**src/rtl/fetch_unit.sv**
```systemverilog
// Instruction-fetch stage: program counter, Fetch->Execute register,
// taken-branch redirect with flush and misaligned-target trap.
module fetch_unit #(
    parameter logic [31:0] RESET_PC  = 32'h0000_0000,
    parameter logic [31:0] TRAP_PC   = 32'h0000_0004,
    parameter logic [31:0] NOP_INSTR = 32'h0000_0013
) (
    input  logic        clk,
    input  logic        rst,
    input  logic        stall,
    input  logic        br_taken,
    input  logic [31:0] br_target,
    output logic [31:0] imem_addr,
    input  logic [31:0] imem_rdata,
    input  logic        imem_ready,
    output logic [31:0] PCF,
    output logic [31:0] PCE,
    output logic [31:0] InstE,
    output logic        valid_e,
    output logic        misalign
);

    typedef enum logic {
        BOOT,
        RUN
    } state_t;

    state_t      state_q, state_d;
    logic [31:0] pcf_q, pcf_d;
    logic [31:0] pce_q, pce_d;
    logic [31:0] inst_q, inst_d;
    logic        valid_q, valid_d;
    logic        mis_q, mis_d;
    logic        redir;
    logic [31:0] tgt;

    assign imem_addr = pcf_q;
    assign PCF       = pcf_q;
    assign PCE       = pce_q;
    assign InstE     = inst_q;
    assign valid_e   = valid_q;
    assign misalign  = mis_q;

    // Next-state: boot hold, then redirect > stall > fetch > bubble.
    always_comb begin
        state_d = state_q;
        pcf_d   = pcf_q;
        pce_d   = pce_q;
        inst_d  = inst_q;
        valid_d = valid_q;
        mis_d   = 1'b0;
        tgt     = br_target & 32'hFFFF_FFFE;
        redir   = br_taken & valid_q & (state_q == RUN);

        if (state_q == BOOT) begin
            state_d = RUN;
        end else if (redir) begin
            // Bit 1 set means the target is not word aligned.
            pcf_d   = tgt[1] ? TRAP_PC : tgt;
            mis_d   = tgt[1];
            pce_d   = pcf_q;
            inst_d  = NOP_INSTR;
            valid_d = 1'b0;
        end else if (stall) begin
            pcf_d   = pcf_q;
        end else if (imem_ready) begin
            pce_d   = pcf_q;
            inst_d  = imem_rdata;
            valid_d = 1'b1;
            pcf_d   = pcf_q + 32'd4;
        end else begin
            pce_d   = pcf_q;
            inst_d  = NOP_INSTR;
            valid_d = 1'b0;
        end
    end

    // State register with asynchronous reset to the boot bubble.
    always_ff @(posedge clk or posedge rst) begin
        if (rst) begin
            state_q <= BOOT;
            pcf_q   <= RESET_PC;
            pce_q   <= RESET_PC;
            inst_q  <= NOP_INSTR;
            valid_q <= 1'b0;
            mis_q   <= 1'b0;
        end else begin
            state_q <= state_d;
            pcf_q   <= pcf_d;
            pce_q   <= pce_d;
            inst_q  <= inst_d;
            valid_q <= valid_d;
            mis_q   <= mis_d;
        end
    end

endmodule

```
**config.mk**
```make
export PLATFORM = sky130hd
export DESIGN_NAME = fetch_unit
export DESIGN_NICKNAME = d
export VERILOG_FILES = /design/src/rtl/fetch_unit.sv
export SDC_FILE = /design/constraint.sdc
export NUM_CORES = 1
export LEC_CHECK = 0
export CORE_UTILIZATION = 41
export CTS_CLUSTER_SIZE = 16
export DETAILED_ROUTE_END_ITERATION = 7
export PLACE_DENSITY = 0.89
export SLEW_MARGIN = 30
export SYNTH_ARGS = -nofsm -noshare
export SYNTH_HDL_FRONTEND = slang
export SYNTH_SLANG_ARGS = --single-unit
export TNS_END_PERCENT = 100
```
**constraint.sdc**
```tcl
create_clock -name clk -period 3.7 [get_ports clk]
set_input_delay 0.74 -clock clk [delete_from_list [all_inputs] [get_ports clk]]
set_output_delay 0.74 -clock clk [all_outputs]
set_load 0.05 [all_outputs]
```
* After elaboration in Yosys (flattened, before gate mapping)
Cells that the tools add are included. Widths: inputs -> output; s select.
Storage, ports and cells: input port bits 69, bits in registers 99
Cells by class: add/sub/neg operators 1, equality and inequality tests 1, bitwise operators 2, mux-type cells 14, reduce and logical (&&, ||, !) cells 3
Operators by type and width (count):
- $mux 32 | 9
- $add 32x3->32 const B | 1
- $mux 1 | 5
- $reduce_and 3->1 | 1
- $and 1x1->1 | 2
- $ne 2x1->1 const B | 1
- $reduce_and 2->1 | 1
- $reduce_bool 2->1 | 1

* Depth between registers and ports, before layout
depth in word-level cells 4, mapped depth 6, gate-level depth less buffers 6

* Worst setup path after synthesis
Ideal clock, no wire load.
path kind reg2reg, start register pcf_q[2], in the netlist PCF[2], end register pcf_q[28], in the netlist PCF[28], stages on the path, launching flop included 7, data arrival time 1.962 ns, slack 1.656 ns, period minus slack after synthesis 2.044 ns, library setup time 0.082 ns, path through dfrtp_1 > ha_1 > inv_1 > nor3_2 > nand4_1 > or3_1 > a31oi_1
On the way: word-level cells in the longest chain between the ends 4
RTL lines:
- from (decl) | line 29 | logic [31:0] pcf_q, pcf_d;
- from (signal assigned) | line 89 | pcf_q <= pcf_d;
- $add 32x3->32 | line 70 | pcf_d = pcf_q + 32'd4;
- $mux 32 | line 66 | end else if (imem_ready) begin
- $mux 32 | line 64 | end else if (stall) begin
- $mux 32 | line 57 | end else if (redir) begin
Every way passes these cells. The select of a mux whose other input is x is not followed. A chain may end at the register's enable or synchronous reset.

* Worst setup path after layout
start register pcf_q[18], in the netlist PCF[18], end output imem_addr[18]
RTL lines:
- to (decl) | line 13 | output logic [31:0] imem_addr,
No word-level cell between the ends.

==> flow_summary.json <==
{
  "port_buffers": 191,
  "drv_slew": 0,
  "syn_to_final_growth_pct": 45.1,
  "clock_insertion_delay_worst_skew_ps": 350,
  "grt_use_total_pct": 22.1,
  "fp.dieH_um": 105,
  "clk_pin_slew_ps": 90,
  "ant_nets": 0,
  "place_congestion": 0.753,
  "critPathBufInv": 1,
  "power_density_nw_per_um2": 730,
  "route.detailed.drc": 0,
  "dieArea_um2": 11100,
  "post-route-min-period_ps": 2490,
  "worst_slew_pin_slew_ps": 661,
  "ctsHoldBuffers": 0,
  "yosysWarnings": 0,
  "cts_resized": 0,
  "syn_inst": 441,
  "hold_path_class": "reg2reg",
  "arrival_ps": 1750,
  "reg2reg_slack_ps": 1660,
  "drive_above_1_share_pct": 5.68,
  "wl_um": 11800,
  "status": "completed",
  "synth_seq_cells": 95,
  "vias": 3793,
  "synth_cell_types": 35,
  "cts_buffers": 9,
  "row_count": 37,
  "setup_viol": 0,
  "final_area_um2": 6350,
  "cap_violations": 0,
  "crit_type": "reg2out",
  "rsz0062_at_grt": "no",
  "cts_max_path_buffers": 2,
  "wl_per_cell_um": 16.0,
  "initial_utilization_pct": 42.4,
  "die_w_um": 105,
  "num_io_pins": 199,
  "setup.worst_path.start_class": "register",
  "hold_viol_final": 0,
  "path_max_fanout": 7,
  "antenna_found_initial": 0,
  "htreeDepth": 3,
  "cts-root-buf": "clkbuf_8",
  "viasPerCell": 5.16,
  "post-route-period-util_pct": 67.2,
  "endpoint_kind": "output port",
  "grt-ovfl-total": 0,
  "ys.flop_type": "dfrtp_1",
  "synth_edf_count": 0,
  "preCtsSetupSlack_ps": 985,
  "first_pass_iters": 5,
  "fin_skew_ps": 6.51,
  "nets": 665,
  "synth-seq-area-share_pct": 54.4,
  "hpwl_um": 8590,
  "grt_max_degree": 61,
  "syn_area_per_cell_um2": 9.92,
  "worstPathCellList": "clkdlybuf4s50_1",
  "fmax_mhz": 402,
  "syn_area_um2": 4380,
  "required_ps": 2960,
  "drt_first_iter_violations": 154,
  "utilization_pct": 61.5,
  "cts_setup_buffers": 0,
  "worst_path_max_delay_cell": "clkdlybuf4s50_1",
  "core_um2": 10300,
  "p_leak_nw": 2.78,
  "antennaDiodeCount": 0,
  "total_power_mw": 4.64,
  "cts_tree": "yes",
  "cp_slowest_stage_delay_ps": 870,
  "relSlewSlack_pct": 55.5,
  "placed_area_um2": 6190,
  "grt_pass1_wl_um": 19200,
  "finalSetupTns_ps": 0,
  "grt_pass1_vias": 3839,
  "clock-sinks": 95,
  "setup_slack_ps": 1210,
  "peakVddDrop_v": 0.000452,
  "synthArstFlopShare_pct": 100,
  "crit_family": "buffers and inverters"
}
per-stage QoR:
step | instances | hold WS (ps)
floorplan | 446 | 673
global placement | 720 | 451
detailed placement | 720 | 454
CTS | 735 | 474
global route | 735 | 491
finish | 735 | 470
state kept, by name (all words and copies together), names as in the netlist:
register / cells
PCE: 30
state_q: 1
InstE: 32
PCF: 30
misalign: 1
valid_e: 1
tightest hold or removal path, delay by kind of cell (launching register included):
| kind | cells | cell delay [ps] |
|---|---|---|
| flip-flops | 1 | 350 |
| AND/OR/NAND/NOR | 2 | 100 |
kinds of logic (layout without fill, tap and decap cells):
| logic type | after synthesis | in the layout | synth area share, % |
|---|---|---|---|
| buffers and inverters | 65 | 218 | 8.75 |
| other | 2 | 7 | 0.172 |
| AOI/OAI and AO/OA | 85 | 85 | 12.8 |
| xor gates and xnor gates | 25 | 25 | 5.00 |
| DFF | 95 | 95 | 54.4 |
| and+or+nand+nor | 168 | 168 | 18.6 |
| adders and majority gates | 1 | 1 | 0.286 |
path summary, 6_finish.rpt:
kind | start | end | depth (start not counted)
max in group asynchronous | rst | PCF[27]$_DFFE_PP0P_ | 3
worst max register to register | PCF[2]$_DFFE_PP0P_ | PCF[28]$_DFFE_PP0P_ | 6
min in group asynchronous | rst | InstE[17]$_DFFE_PP0P_ | 2
worst max-delay path | PCF[18]$_DFFE_PP0P_ | imem_addr[18] | 1
worst min register to register | PCE[27]$_DFFE_PP0P_ | PCE[27]$_DFFE_PP0P_ | 2
worst min-delay path | PCE[27]$_DFFE_PP0P_ | PCE[27]$_DFFE_PP0P_ | 2
power by group:
group          total (mW)  internal (mW)  leakage (nW)  switching, mW
Sequential           1.58           1.28          1.21          0.294
Clock               0.593          0.260        0.0805          0.333
Combinational        2.46          0.802          1.49           1.66
synthesized netlist by cell type (5+ instances only):
cell	instances	area, µm²
a21oi_1	28	140
a22o_1	29	254
a31oi_1	5	31.3
and3_1	9	56.3
buf_4	36	270
clkbuf_1	22	82.6
dfrtp_1	92	2300
nand2_1	106	398
nand3_1	21	105
nand4_1	11	68.8
o21ai_0	15	75.1
xnor2_1	5	43.8
xor2_1	20	175
cell type report:
cell class,count,area [µm²]
timing repair buffer,199,1980
fill,848,3970
multi-input combinational,286,1640
sequential,95,2380
inverter,4,17.5
tap,136,170
clock inverter,1,5.00
clock buffer,14,153
per-layer routing:
layer / vias up / share of wire [%] / track usage [%]
met5: - / 0 / 0
met4: 0 / 2.2 / 8.45
met3: 28 / 6.3 / 4.58
met2: 150 / 51 / 38.9
met1: 1846 / 41 / 26.3
li1: 1769 / - / -
layout by cell type (no fill, tap or decap), types with 2 or more instances in the layout:
cell type,count
clkdlybuf4s50_1,191
nand2_1,106
dfrtp_1,92
a22o_1,29
a21oi_1,27
nand3_1,21
xor2_1,20
o21ai_0,15
nand4_1,11
clkbuf_8,10
and3_1,9
conb_1,7
buf_4,7
a31oi_1,5
xnor2_1,5
o22a_1,4
nor2_1,4
clkbuf_1,4
dfstp_2,3
inv_1,3
or3_1,3
nand3_2,2
nor3_1,2
o21ai_1,2
Power figures use the tool's default switching activity.
